`src/rtl/hazard_pkg.sv`:
```
// Shared types and constants for the pipeline hazard controller.
package hazard_pkg;

  localparam int unsigned REG_W = 5;
  localparam logic [REG_W-1:0] ZERO_REG = 5'd0;
  localparam logic [1:0] WB_NOP = 2'b00;

  typedef enum logic [1:0] {
    Run,
    MemWait,
    Halt
  } state_e;

endpackage

```
`src/rtl/hazard_ctrl_if.sv`:
```
// Pipeline <-> hazard controller signal bundle. master = pipeline side, slave = controller.
interface hazard_ctrl_if;
  import hazard_pkg::*;

  logic [REG_W-1:0] id_rs;
  logic [REG_W-1:0] id_rt;
  logic             id_uses_rt;
  logic             ex_memread;
  logic [REG_W-1:0] ex_rt;
  logic             branch_taken;
  logic             mem_req;
  logic             mem_ready;

  logic pc_write;
  logic ifid_write;
  logic ifid_flush;
  logic idex_write;
  logic idex_flush;
  logic exmem_write;
  logic memwb_bubble;
  logic mem_err;

  modport master (
    output id_rs, id_rt, id_uses_rt, ex_memread, ex_rt, branch_taken, mem_req, mem_ready,
    input  pc_write, ifid_write, ifid_flush, idex_write, idex_flush, exmem_write,
           memwb_bubble, mem_err
  );

  modport slave (
    input  id_rs, id_rt, id_uses_rt, ex_memread, ex_rt, branch_taken, mem_req, mem_ready,
    output pc_write, ifid_write, ifid_flush, idex_write, idex_flush, exmem_write,
           memwb_bubble, mem_err
  );

endinterface

```
`src/rtl/load_use_detect.sv`:
```
// Combinational load-use hazard detector: a load in EX writes a register the ID instruction reads.
module load_use_detect
  import hazard_pkg::*;
(
  input  logic [REG_W-1:0] id_rs,
  input  logic [REG_W-1:0] id_rt,
  input  logic             id_uses_rt,
  input  logic             ex_memread,
  input  logic [REG_W-1:0] ex_rt,
  output logic             hit
);

  logic rs_match;
  logic rt_match;

  assign rs_match = (ex_rt == id_rs);
  assign rt_match = id_uses_rt && (ex_rt == id_rt);

  // $zero is never really written, so it can never create a dependency.
  assign hit = ex_memread && (ex_rt != ZERO_REG) && (rs_match || rt_match);

endmodule

```
`src/rtl/hazard_ctrl.sv`:
```
// 5-stage pipeline sequencer: memory-wait freeze, branch flush, load-use bubble, timeout halt.
// Optional HAZ_STATS_EN adds saturating stall/flush statistics counters.
module hazard_ctrl
  import hazard_pkg::*;
#(
  parameter int unsigned TIMEOUT = 255,
  parameter int unsigned CNT_W   = 8
`ifdef HAZ_STATS_EN
  ,
  parameter int unsigned STAT_W  = 32
`endif
) (
  input  logic               clk,
  input  logic               rst_n,
  hazard_ctrl_if.slave       bus
`ifdef HAZ_STATS_EN
  ,
  output logic [STAT_W-1:0]  stall_cnt,
  output logic [STAT_W-1:0]  flush_cnt
`endif
);

  localparam logic [CNT_W:0] TimeoutLim = (CNT_W + 1)'(TIMEOUT);

  state_e           state_q, state_d;
  logic [CNT_W-1:0] wait_cnt_q, wait_cnt_d;
  logic [CNT_W:0]   wait_inc;
  logic             mem_err_q, mem_err_d;
  logic             lu_hit;
  logic             freeze;
  logic             run_like;

  load_use_detect u_load_use_detect (
    .id_rs      (bus.id_rs),
    .id_rt      (bus.id_rt),
    .id_uses_rt (bus.id_uses_rt),
    .ex_memread (bus.ex_memread),
    .ex_rt      (bus.ex_rt),
    .hit        (lu_hit)
  );

  assign wait_inc = {1'b0, wait_cnt_q} + (CNT_W + 1)'(1);

  always_ff @(posedge clk or negedge rst_n) begin
    if (!rst_n) begin
      state_q    <= Run;
      wait_cnt_q <= '0;
      mem_err_q  <= 1'b0;
    end else begin
      state_q    <= state_d;
      wait_cnt_q <= wait_cnt_d;
      mem_err_q  <= mem_err_d;
    end
  end

  always_comb begin
    state_d    = state_q;
    wait_cnt_d = wait_cnt_q;
    mem_err_d  = mem_err_q;
    freeze     = 1'b0;
    run_like   = 1'b0;

    unique case (state_q)
      Run: begin
        if (bus.mem_req && !bus.mem_ready) begin
          freeze     = 1'b1;
          state_d    = MemWait;
          wait_cnt_d = CNT_W'(1);
        end else begin
          run_like = 1'b1;
        end
      end
      MemWait: begin
        if (bus.mem_ready) begin
          // Completion cycle behaves like Run so a branch held during the freeze is honoured.
          run_like   = 1'b1;
          state_d    = Run;
          wait_cnt_d = '0;
        end else begin
          freeze     = 1'b1;
          wait_cnt_d = wait_inc[CNT_W-1:0];
          if (wait_inc >= TimeoutLim) begin
            mem_err_d = 1'b1;
            state_d   = Halt;
          end
        end
      end
      Halt: begin
        freeze = 1'b1;
      end
      default: begin
        freeze  = 1'b1;
        state_d = Run;
      end
    endcase
  end

  always_comb begin
    bus.pc_write     = 1'b1;
    bus.ifid_write   = 1'b1;
    bus.ifid_flush   = 1'b0;
    bus.idex_write   = 1'b1;
    bus.idex_flush   = 1'b0;
    bus.exmem_write  = 1'b1;
    bus.memwb_bubble = 1'b0;
    bus.mem_err      = mem_err_q;

    if (!rst_n) begin
      bus.pc_write     = 1'b0;
      bus.ifid_write   = 1'b0;
      bus.idex_write   = 1'b0;
      bus.exmem_write  = 1'b0;
      bus.ifid_flush   = 1'b1;
      bus.idex_flush   = 1'b1;
      bus.memwb_bubble = 1'b1;
    end else if (freeze) begin
      bus.pc_write     = 1'b0;
      bus.ifid_write   = 1'b0;
      bus.idex_write   = 1'b0;
      bus.exmem_write  = 1'b0;
      bus.memwb_bubble = 1'b1;
    end else if (run_like && bus.branch_taken) begin
      // The dependent instruction is flushed, so any load-use hit is moot.
      bus.ifid_flush = 1'b1;
      bus.idex_flush = 1'b1;
    end else if (run_like && lu_hit) begin
      bus.pc_write   = 1'b0;
      bus.ifid_write = 1'b0;
      bus.idex_flush = 1'b1;
    end
  end

`ifdef HAZ_STATS_EN
  logic [STAT_W-1:0] stall_cnt_q, flush_cnt_q;
  logic              stall_evt, flush_evt;

  assign stall_evt = rst_n && (state_q != Halt) && !bus.pc_write;
  assign flush_evt = rst_n && run_like && bus.branch_taken;

  always_ff @(posedge clk or negedge rst_n) begin
    if (!rst_n) begin
      stall_cnt_q <= '0;
      flush_cnt_q <= '0;
    end else begin
      if (stall_evt && (stall_cnt_q != '1)) stall_cnt_q <= stall_cnt_q + STAT_W'(1);
      if (flush_evt && (flush_cnt_q != '1)) flush_cnt_q <= flush_cnt_q + STAT_W'(1);
    end
  end

  assign stall_cnt = stall_cnt_q;
  assign flush_cnt = flush_cnt_q;
`endif

endmodule
```
`src/flat_wrapper.sv`:
```
// flat-port wrapper written by rule: the top's interface ports become plain ports
module hazard_ctrl_flat import hazard_pkg::*;
#(
  parameter int unsigned TIMEOUT = 255,
  parameter int unsigned CNT_W   = 8

)
  (clk, rst_n, bus_id_rs, bus_id_rt, bus_id_uses_rt, bus_ex_memread, bus_ex_rt, bus_branch_taken, bus_mem_req, bus_mem_ready, bus_pc_write, bus_ifid_write, bus_ifid_flush, bus_idex_write, bus_idex_flush, bus_exmem_write, bus_memwb_bubble, bus_mem_err);
  hazard_ctrl_if bus_i ();
  input  logic clk;
  input  logic rst_n;
  input wire logic [$bits(bus_i.id_rs)-1:0] bus_id_rs;
  input wire logic [$bits(bus_i.id_rt)-1:0] bus_id_rt;
  input wire logic [$bits(bus_i.id_uses_rt)-1:0] bus_id_uses_rt;
  input wire logic [$bits(bus_i.ex_memread)-1:0] bus_ex_memread;
  input wire logic [$bits(bus_i.ex_rt)-1:0] bus_ex_rt;
  input wire logic [$bits(bus_i.branch_taken)-1:0] bus_branch_taken;
  input wire logic [$bits(bus_i.mem_req)-1:0] bus_mem_req;
  input wire logic [$bits(bus_i.mem_ready)-1:0] bus_mem_ready;
  output wire logic [$bits(bus_i.pc_write)-1:0] bus_pc_write;
  output wire logic [$bits(bus_i.ifid_write)-1:0] bus_ifid_write;
  output wire logic [$bits(bus_i.ifid_flush)-1:0] bus_ifid_flush;
  output wire logic [$bits(bus_i.idex_write)-1:0] bus_idex_write;
  output wire logic [$bits(bus_i.idex_flush)-1:0] bus_idex_flush;
  output wire logic [$bits(bus_i.exmem_write)-1:0] bus_exmem_write;
  output wire logic [$bits(bus_i.memwb_bubble)-1:0] bus_memwb_bubble;
  output wire logic [$bits(bus_i.mem_err)-1:0] bus_mem_err;
  assign bus_i.id_rs = bus_id_rs;
  assign bus_i.id_rt = bus_id_rt;
  assign bus_i.id_uses_rt = bus_id_uses_rt;
  assign bus_i.ex_memread = bus_ex_memread;
  assign bus_i.ex_rt = bus_ex_rt;
  assign bus_i.branch_taken = bus_branch_taken;
  assign bus_i.mem_req = bus_mem_req;
  assign bus_i.mem_ready = bus_mem_ready;
  assign bus_pc_write = bus_i.pc_write;
  assign bus_ifid_write = bus_i.ifid_write;
  assign bus_ifid_flush = bus_i.ifid_flush;
  assign bus_idex_write = bus_i.idex_write;
  assign bus_idex_flush = bus_i.idex_flush;
  assign bus_exmem_write = bus_i.exmem_write;
  assign bus_memwb_bubble = bus_i.memwb_bubble;
  assign bus_mem_err = bus_i.mem_err;
  hazard_ctrl #(.TIMEOUT(TIMEOUT), .CNT_W(CNT_W)) u_core (.clk(clk), .rst_n(rst_n), .bus(bus_i));
endmodule
```
`config.mk`:
```
export PLATFORM = sky130hd
export DESIGN_NAME = hazard_ctrl_flat
export DESIGN_NICKNAME = d
export VERILOG_FILES = /design/src/rtl/hazard_pkg.sv /design/src/rtl/hazard_ctrl_if.sv /design/src/rtl/load_use_detect.sv /design/src/rtl/hazard_ctrl.sv /design/src/flat_wrapper.sv
export SDC_FILE = /design/constraint.sdc
export NUM_CORES = 1
export LEC_CHECK = 0
export CORE_MARGIN = 1.5
export CORE_UTILIZATION = 46
export CTS_BUF_LIST = sky130_fd_sc_hd__clkbuf_4
export DETAILED_ROUTE_END_ITERATION = 8
export PLACE_DENSITY_LB_ADDON = 0.1
export SYNTH_ARGS = -nofsm -noshare
export SYNTH_HDL_FRONTEND = slang
export SYNTH_SLANG_ARGS = --single-unit
```
`constraint.sdc`:
```
create_clock -name clk -period 2.3 [get_ports clk]
set_input_delay 0.46 -clock clk [delete_from_list [all_inputs] [get_ports clk]]
set_output_delay 0.46 -clock clk [all_outputs]
set_load 0.01 [all_outputs]
```
After elaboration in Yosys (flattened, before gate mapping)
Index checks and enable logic that the tools add are counted.
{"block": "totals", "regBits": 11, "inputBits": 22, "output_inout_bits": 8, "elab_cells": 55}
{"block": "op_classes", "n_addsub": 1, "order_cmp": 1, "eq_ne": 6, "n_mux": 28, "bitwise_logic": 2, "reduce_logical": 14}
{"op": "1-bit two-way mux", "n": 19}
{"op": "8-bit two-way mux", "n": 2}
{"op": "8-bit case mux with 2 select lines", "n": 1}
{"op": "5-bit == test", "n": 2}
{"op": "8-bit by 1-bit adder with 9-bit output, second input constant", "n": 1}
{"op": "9-bit by 8-bit greater-or-equal comparator with 1-bit output, second input constant", "n": 1}
{"op": "1-bit logical AND", "n": 6}
{"op": "2-bit two-way mux", "n": 3}
{"op": "2-bit case mux with 3 select lines", "n": 1}
{"op": "3-bit AND reduction", "n": 2}
{"op": "5-bit nonzero test", "n": 1}
{"op": "1-bit case mux with 2 select lines", "n": 2}
{"op": "3-bit by 2-bit inequality test with 1-bit output, second input constant", "n": 1}
{"op": "2-bit by 1-bit == test with 1-bit output, second input constant", "n": 1}
{"op": "2-bit == test, second input constant", "n": 1}
{"op": "2-bit logical NOT", "n": 1}
{"op": "2-bit by 1-bit inequality test with 1-bit output, second input constant", "n": 1}
{"op": "1-bit NOT", "n": 2}
{"op": "2-bit AND reduction", "n": 1}
{"op": "2-bit nonzero test", "n": 1}
{"op": "1-bit logical NOT", "n": 1}
{"op": "1-bit logical OR", "n": 1}

Logic depth before layout (Yosys ltp)
Gate-level depths: netlist of run 1.
{"block": "logic_depth", "word_depth": 9, "ltp_mapped": 6}

Cells and area by module
From an unflattened synthesis of run 1, not the netlist that was laid out.
{"block": "hier_totals", "hier_cells": 93, "hier_area_um2": 782.0}
{"mod": "hazard_ctrl", "instances": 1, "cells_each": 76, "area_each_um2": 649.4, "seq_area_each_um2": 275.3}
{"mod": "load_use_detect", "instances": 1, "cells_each": 17, "area_each_um2": 132.6, "seq_area_each_um2": 0.0}

Worst setup path before layout of run 1
Ideal clock, no wire load.
{"block": "synth_path", "kind": "in2out", "startpoint": "in bus_ex_rt[2]", "endpoint": "out bus_idex_flush", "arrival_time_ns": 1.546, "path_slack_ns": 0.294, "path_stages": 4, "path_cell_list": "xor2_1 > nor4_1 > a32oi_1 > o311ai_0"}
{"block": "synth_between", "elab_chain_len": 9, "word_cells_on_any_way": 12, "cone_classes": "eq/ne (2); mux (4); reduce/logical (6)"}
{"item": "from (decl)", "line": "flat_wrapper.sv:16", "rtl": "input wire logic [$bits(bus_i.ex_rt)-1:0] bus_ex_rt;"}
{"item": "5-bit == test", "line": "load_use_detect.sv:17", "rtl": "assign rt_match = id_uses_rt && (ex_rt == id_rt);"}
{"item": "1-bit logical AND", "line": "load_use_detect.sv:17"}
{"item": "1-bit logical OR", "line": "load_use_detect.sv:20", "rtl": "assign hit = ex_memread && (ex_rt != ZERO_REG) && (rs_match || rt_match);"}
{"item": "1-bit logical AND (*)", "line": "load_use_detect.sv:20"}
{"item": "1-bit logical AND (*)", "line": "hazard_ctrl.sv:126", "rtl": "end else if (run_like && lu_hit) begin"}
{"item": "1-bit two-way mux (*)", "line": "hazard_ctrl.sv:126"}
{"item": "1-bit two-way mux (*)", "line": "hazard_ctrl.sv:122", "rtl": "end else if (run_like && bus.branch_taken) begin"}
{"item": "1-bit two-way mux (*)", "line": "hazard_ctrl.sv:116", "rtl": "end else if (freeze) begin"}
{"item": "1-bit two-way mux (*)", "line": "hazard_ctrl.sv:108", "rtl": "if (!rst_n) begin"}
{"item": "to (decl)", "line": "flat_wrapper.sv:24", "rtl": "output wire logic [$bits(bus_i.idex_flush)-1:0] bus_idex_flush;"}
Mark *: on every way between the ends. The rest lies on a longest branch, timed or not.

Final worst setup path of run 1
{"block": "layout_path", "startpoint": "in bus_mem_req", "endpoint": "out bus_ifid_flush"}
{"block": "layout_between", "elab_chain_len": 7, "word_cells_on_any_way": 9, "cone_classes": "mux (7); reduce/logical (2)"}
{"item": "from (decl)", "line": "flat_wrapper.sv:18", "rtl": "input wire logic [$bits(bus_i.mem_req)-1:0] bus_mem_req;"}
{"item": "1-bit logical AND (*)", "line": "hazard_ctrl.sv:65", "rtl": "if (bus.mem_req && !bus.mem_ready) begin"}
{"item": "1-bit two-way mux", "line": "hazard_ctrl.sv:65"}
{"item": "1-bit case mux with 2 select lines", "line": "hazard_ctrl.sv:63", "rtl": "unique case (state_q)"}
{"item": "1-bit logical AND", "line": "hazard_ctrl.sv:122"}
{"item": "1-bit two-way mux", "line": "hazard_ctrl.sv:122"}
{"item": "1-bit two-way mux (*)", "line": "hazard_ctrl.sv:116"}
{"item": "1-bit two-way mux (*)", "line": "hazard_ctrl.sv:108"}
{"item": "to (decl)", "line": "flat_wrapper.sv:22", "rtl": "output wire logic [$bits(bus_i.ifid_flush)-1:0] bus_ifid_flush;"}
Marked as above.

==> results.sh, run 1 <==
export IMPL_final_layout_size_suffix_gt1_share_pct=20.4
export IMPL_status="completed"
export IMPL_critPathTopFamily="buffers and inverters"
export IMPL_die_area_um2=2140
export IMPL_multi_input_area_um2=559
export IMPL_via_per_inst=5.50
export IMPL_fillers=154
export IMPL_clock_latency_ns=0.26
export IMPL_nets=167
export IMPL_place_gp_congestion=0.903
export IMPL_crit_path_max_incr_delay_ns=0.49
export IMPL_final_cell_mix="12 x o21ai_0, 11 x nand2_1, 11 x xor2_1, 11 x buf_4, 11 x dfrtp_1"
export IMPL_totalWireLength_mm=2.15
export IMPL_finalHoldViolCount=0
export IMPL_vias=919
export IMPL_grt_pass1_wl_mm=3.48
export IMPL_core_area_um2=1750
export IMPL_critPathKind="input port to primary output"
export IMPL_grt_start_max_net_pins=12
export IMPL_cts_setup_buffers=0
export IMPL_cts_hold_buf=0
export IMPL_ff2ff_path_depth=5
export IMPL_place_inst=163
export IMPL_dr_first_iter_drc_count=21
export IMPL_htree_num_levels=1
export IMPL_arrival_ns=1.75
export IMPL_r2r_start="u_core.wait_cnt_q[0]"
export IMPL_r2r_end="u_core.state_q[0]"
export IMPL_rsz0062_at_grt="false"
export IMPL_min_period_ns=2.21
export IMPL_peakVddDrop_uv=315
export IMPL_netlist_area_um2=861
export IMPL_hold_end="u_core.bus.mem_err"
export IMPL_regArea_um2=275
export IMPL_fmax_ghz=0.452
export IMPL_postSynthCellCount=103
export IMPL_leakage_nw=0.580
export IMPL_dieWidth_um=46.3
export IMPL_synth_top_area_share_pct=32.0
export IMPL_cp_max_fo=3
export IMPL_antenna_found_initial=0
export IMPL_cap_violations=0
export IMPL_cpMaxStageDelayCell="clkdlybuf4s50_1"
export IMPL_finalSetupViolations=0
export IMPL_wire_per_inst_um=12.9
export IMPL_first_pass_iters=4
export IMPL_timing_final_crit_share_pct=96.2
export IMPL_path_common_cell="nand2_1"
export IMPL_diodes=0
export IMPL_worstMarginPinSlew_ns=0.374
export IMPL_clock_skew_ns=0.00320
export IMPL_grt_pass1_vias=824
export IMPL_ys_top_cells_by_area="dfrtp_1 32%, xor2_1 11%, o21ai_0 7.6%"
export IMPL_critPathCaptureType="primary output"
export IMPL_cp_required_ns=1.84
export IMPL_die_h_um=46.3
export IMPL_ant_nets=0
export IMPL_grt_overflow_total=0
export IMPL_synth_avg_cell_area_um2=8.36
export IMPL_syn_to_final_growth_pct=45.9
export IMPL_critPathBufInv=3
export IMPL_cts_root_buffer="clkbuf_4"
export IMPL_drc=0
export IMPL_hpwl_mm=1.69
export IMPL_cts_tree="done"
export IMPL_port_buffers=29
export IMPL_cts_buffers=3
export IMPL_synth_seq_cells=11
export IMPL_syn_num_nets=127
export IMPL_yosysTopAreaCell="dfrtp_1"
export IMPL_slew_headroom_pct=74.9
export IMPL_synth_cell_types=37
export IMPL_power_mw=0.542
export IMPL_pin_count=30
export IMPL_cts_sinks=11
export IMPL_fin_cells=167
export IMPL_layout_commonest_cell="o21ai_0"
export IMPL_reg2reg_setup_slack_ns=0.43
export IMPL_rows=15
export IMPL_start_util_pct=49.3
export IMPL_start_kind="input port"
export IMPL_slew_violations=0
export IMPL_min_path_cells=2
export IMPL_crit_chain="clkdlybuf4s50_1 > nor2_2 > o21ba_2 > buf_4 > nand2_1 > nand2_1 > dlygate4sd2_1"
export IMPL_yosys_warnings=0
export IMPL_clk_pin_slew_worst_paths_ns=0.07
export IMPL_yosysSeqAreaShare_pct=32.0
export IMPL_track_usage_pct=22.8
export IMPL_hold_path_class="flip-flop to flip-flop"
export IMPL_powerDensity_nw_per_um2=432
export IMPL_clockBufferDepth=2
export IMPL_min_from="u_core.bus.mem_err"
cells in the mapped netlist, drive strengths merged:
library cell,count
o21ai,13
nor4,2
a21oi,3
a32o,1
a21o,1
a311o,1
o41ai,3
or3b,1
dfrtp,11
and3,2
a32oi,1
inv,4
xnor2,2
clkbuf,3
o311a,1
buf,2
or4b,1
nand2,11
nand3,2
o311ai,1
nor2b,1
nand2b,3
nor2,9
o2111ai,1
nand4,1
o21ba,1
and2,1
ha,2
o31ai,1
nor3,2
xor2,11
or4,1
o21bai,1
a41oi,2
worst register-to-register path: cells and delay by family, from the launching register on:
family	cells	cell delay, ns
adder cells (fa/ha/maj)	1	0.34
XOR/XNOR	1	0.19
AO/OA/AOI/OAI	3	0.76
flip-flops	1	0.47
metrics by stage:
stage          setup slack (ns)  area, um^2  utilization [%]  TNS [ns]  hold WS, ns
2_1_floorplan             0.294         861                -         0        0.164
3_3_place_gp             -0.602        1240             70.9     -2.08        0.478
3_5_place_dp             -0.665        1240             70.9     -2.28        0.486
4_1_cts                 0.00347        1250             71.5         0        0.518
5_1_grt                 0.00445        1260             72.0         0        0.563
6_report                 0.0879        1260             72.0         0        0.512
logic make-up (layout without fill, tap and decap cells):
logic type	after synthesis	in the layout	share of synthesized area, %
and+or+nand+nor	37	37	22.2
buffers and inverters	9	48	4.94
xor gates and xnor gates	13	13	13.2
DFF	11	11	32.0
adders and majority gates	2	2	2.91
AOI/OAI and AO/OA	31	31	24.7
per-layer routing:
metal / part of all wire [%] / vias up / wire (um) / track usage [%]
met4: 0 / 0 / 0 / 6.29
met3: 5.4 / 0 / 115 / 3.53
met5: 0 / - / 0 / 0
met2: 50 / 45 / 1070 / 38.1
li1: - / 452 / - / -
met1: 45 / 422 / 964 / 30.2
repair_timing:
| action | in CTS | in global routing |
|---|---|---|
| gates resized for setup | 32 | 10 |
| endpoints found under the setup margin | 7 | 3 |
| pin swaps | 5 | 6 |
registers in the layout (all words and copies together), names as in the netlist:
name                flops
u_core.bus.mem_err      1
u_core.state_q          2
u_core.wait_cnt_q       8
power by group:
group          internal [mW]  switching (mW)
registers              0.207          0.0236
logic                 0.0882          0.0830
clock network         0.0787          0.0619
total                  0.374           0.169
worst max-delay path by stage:
| stage | from | depth (start not counted) | to |
|---|---|---|---|
| 5_1_grt | bus_ex_rt[4] | 7 | bus_idex_flush |
| 6_report | bus_mem_req | 7 | bus_ifid_flush |
| 4_1_cts | bus_ex_rt[0] | 6 | bus_idex_flush |
| 3_5_place_dp | bus_ex_rt[2] | 6 | bus_idex_flush |
| 2_1_floorplan | bus_ex_rt[2] | 4 | bus_idex_flush |
| 3_3_place_gp | bus_ex_rt[2] | 6 | bus_idex_flush |
layout make-up:
| class | instances | share of cell area [%] |
|---|---|---|
| repair buffers | 40 | 27.5 |
| inverters | 4 | 1.20 |
| multi-input cells | 83 | 44.5 |
| well taps | 25 | 2.49 |
| clock buffers | 4 | 2.39 |
| flip-flops and latches | 11 | 21.9 |
(Power assumes the default switching activity.)
==> run 2: changes to the inputs <==
--- a/config.mk
+++ b/config.mk
@@ -5,6 +5,8 @@
 export SDC_FILE = /design/constraint.sdc
 export NUM_CORES = 1
 export LEC_CHECK = 0
+export ABC_AREA = 1
+export CAP_MARGIN = 15
 export CORE_MARGIN = 1.5
 export CORE_UTILIZATION = 46
 export CTS_BUF_LIST = sky130_fd_sc_hd__clkbuf_4
==> constraint.sdc (replaced) <==
create_clock -name clk -period 2.3 [get_ports clk]
set_input_delay 0.46 -clock clk [delete_from_list [all_inputs] [get_ports clk]]
set_output_delay 0.46 -clock clk [all_outputs]
set_load 0.1 [all_outputs]
==> run 2 against run 1 <==
Net effect: clock skew is 0.0050 ns higher; cell area is 6.8% higher; critical path type unchanged; highest routed layer is now met4; clock power hardly changed.
==> results.sh, run 2 <==
export IMPL_powerDensity_nw_per_um2=318
export IMPL_hpwl_mm=1.75
export IMPL_yosysMostFrequentCell="nand2_1"
export IMPL_yosysSeqAreaShare_pct=31.6
export IMPL_synth_flop_cell="dfrtp_1"
export IMPL_grt_pass1_vias=897
export IMPL_layout_commonest_cell="nand2_1"
export IMPL_synth_top_area_share_pct=31.6
export IMPL_ant_nets=0
export IMPL_via_per_inst=4.90
export IMPL_cts_tree="done"
export IMPL_wire_per_inst_um=11.6
export IMPL_totalWireLength_mm=2.26
export IMPL_timing_final_crit_share_pct=95.6
export IMPL_cts_sinks=11
export IMPL_netlist_area_um2=872
export IMPL_min_period_ns=2.20
export IMPL_dr_first_iter_drc_count=34
export IMPL_cp_max_fo=2
export IMPL_synth_edff_count=0
export IMPL_clock_latency_ns=0.27
export IMPL_synth_seq_cells=11
export IMPL_first_pass_iters=5
export IMPL_ys_top_cells_by_count="37 x nand2_1, 23 x inv_1, 18 x nor2_1"
export IMPL_dpl_cell_area_um2=1270
export IMPL_drc=0
export IMPL_syn_to_final_growth_pct=53.8
export IMPL_slew_violations=0
export IMPL_htree_num_levels=1
export IMPL_leakage_nw=0.689
export IMPL_final_layout_size_suffix_gt1_share_pct=17.2
export IMPL_postSynthCellCount=135
export IMPL_cap_violations=0
export IMPL_antenna_found_initial=0
export IMPL_dieWidth_um=46.5
export IMPL_grt_pass1_wl_mm=3.40
export IMPL_synth_avg_cell_area_um2=6.46
export IMPL_critPathCaptureType="primary output"
export IMPL_critPathKind="input port to primary output"
export IMPL_final_cell_mix="36 x nand2_1, 22 x inv_1, 16 x nor2_1, 11 x dfrtp_1"
export IMPL_grt_start_max_net_pins=12
export IMPL_cts_hold_buf=0
export IMPL_arrival_ns=1.74
export IMPL_diodes=0
export IMPL_rsz0062_at_grt="false"
export IMPL_finalHoldViolCount=0
export IMPL_cts_root_buffer="clkbuf_4"
export IMPL_pin_count=30
export IMPL_core_area_um2=1750
export IMPL_track_usage_pct=22.3
export IMPL_largest_reg_flops=8
export IMPL_place_gp_congestion=0.831
export IMPL_start_util_pct=50.0
export IMPL_peakVddDrop_uv=291
export IMPL_grt_overflow_total=0
export IMPL_syn_num_nets=159
export IMPL_worstMarginPinSlew_ns=0.283
export IMPL_start_kind="input port"
export IMPL_clock_skew_ns=0.00815
export IMPL_cp_required_ns=1.84
export IMPL_yosys_warnings=0
export IMPL_hold_path_class="flip-flop to flip-flop"
export IMPL_rows=15
export IMPL_synthArstFlopShare_pct=100
export IMPL_slew_headroom_pct=81.1
export IMPL_top_register="u_core.wait_cnt_q"
export IMPL_die_area_um2=2170
export IMPL_clk_pin_slew_worst_paths_ns=0.06
export IMPL_vias=951
export IMPL_port_buffers=29
export IMPL_synth_cell_types=20
export IMPL_die_h_um=46.5
export IMPL_ys_top_cells_by_area="dfrtp_1 32%, nand2_1 16%, inv_1 9.9%"
export IMPL_finalSetupViolations=0
export IMPL_clockBufferDepth=2
export IMPL_setup_tns_final_ns=0
export IMPL_yosysTopAreaCell="dfrtp_1"
export IMPL_fmax_ghz=0.455
export IMPL_nets=194
export IMPL_cts_buffers=3
export IMPL_status="completed"
export IMPL_final_area_um2=1340
run 2: changes by cell type in the layout (fill, tap and decap cells not counted), moves of 4 or more:
| cell | change |
|---|---|
| clkdlybuf4s50_1 | -5 |
| buf_4 | -6 |
| nand2_1 | +25 |
| o22ai_1 | +4 |
| nor2_1 | +8 |
| xor2_1 | -5 |
| buf_12 | +7 |
| dlymetal6s2s_1 | +5 |
| o21ai_0 | -7 |
| inv_1 | +18 |
| nand3_1 | +7 |
run 2: routing by layer:
metal | up-vias | global-route usage (%) | wire (um)
met5 | - | 0 | 0
met4 | 0 | 13.7 | 40
met3 | 6 | 5.10 | 212
met2 | 51 | 38.3 | 1130
met1 | 406 | 24.6 | 876
li1 | 488 | - | -
run 2: cell families after synthesis:
family                     Yosys count  share of synthesized area [%]
buffers and inverters               27                           13.3
xor gates and xnor gates             7                           7.03
AOI/OAI and AO/OA                   12                           7.46
and+or+nand+nor                     76                           37.7
adders and majority gates            2                           2.87
DFF                                 11                           31.6
run 2: per-stage QoR:
step / hold slack (ns) / worst slack, ns / total power [mW] / instances / utilization, %
final: 0.469 / 0.101 / 0.426 / 194 / 76.8
after global routing: 0.496 / 0.0127 / 0.443 / 194 / 76.8
after CTS: 0.469 / 0.00428 / 0.429 / 194 / 75.1
after detailed placement: 0.452 / -0.137 / 0.291 / 188 / 72.7
after global placement: 0.448 / -0.111 / 0.290 / 188 / 72.7
after floorplan: 0.164 / -0.229 / 0.233 / 135 / -
run 2: worst max-delay path, cell delays in order:
cell,delay (ns)
clkdlybuf4s50_1,0.47
xnor2_1,0.12
nand3_1,0.10
nand2_1,0.11
nand3_2,0.09
nand2_2,0.08
clkinvlp_4,0.12
buf_12,0.18
run 2: timing repair:
item	CTS	global route
resized for setup	10	10
setup endpoints to repair	2	2
pin swaps	5	10
buffers inserted	2	0
run 2: worst paths after layout:
kind / startpoint / slack, ns / cells past startpoint / endpoint
min in group asynchronous: rst_n / 0.56 / 2 / u_core.wait_cnt_q[3]
setup / recovery: bus_id_rs[4] / 0.10 / 8 / bus_ifid_write
max in group asynchronous: rst_n / 1.58 / 2 / u_core.bus.mem_err
setup reg to reg: u_core.wait_cnt_q[0] / 0.75 / 11 / u_core.bus.mem_err
hold reg to reg: u_core.bus.mem_err / 0.47 / 2 / u_core.bus.mem_err
hold / removal: u_core.bus.mem_err / 0.47 / 2 / u_core.bus.mem_err
run 2: cell type report:
cell class | instances | area (um^2)
timing repair buffer | 33 | 398
sequential | 11 | 275
fill | 130 | 404
inverter | 24 | 93.8
multi-input combinational | 97 | 513
tap | 25 | 31.3
clock buffer | 4 | 30.0
run 2: where the power goes:
part	internal (mW)	switching, mW	leakage [nW]
Sequential	0.193	0	0.143
Combinational	0.0440	0.0458	0.527
Clock	0.0789	0.0639	0.0184
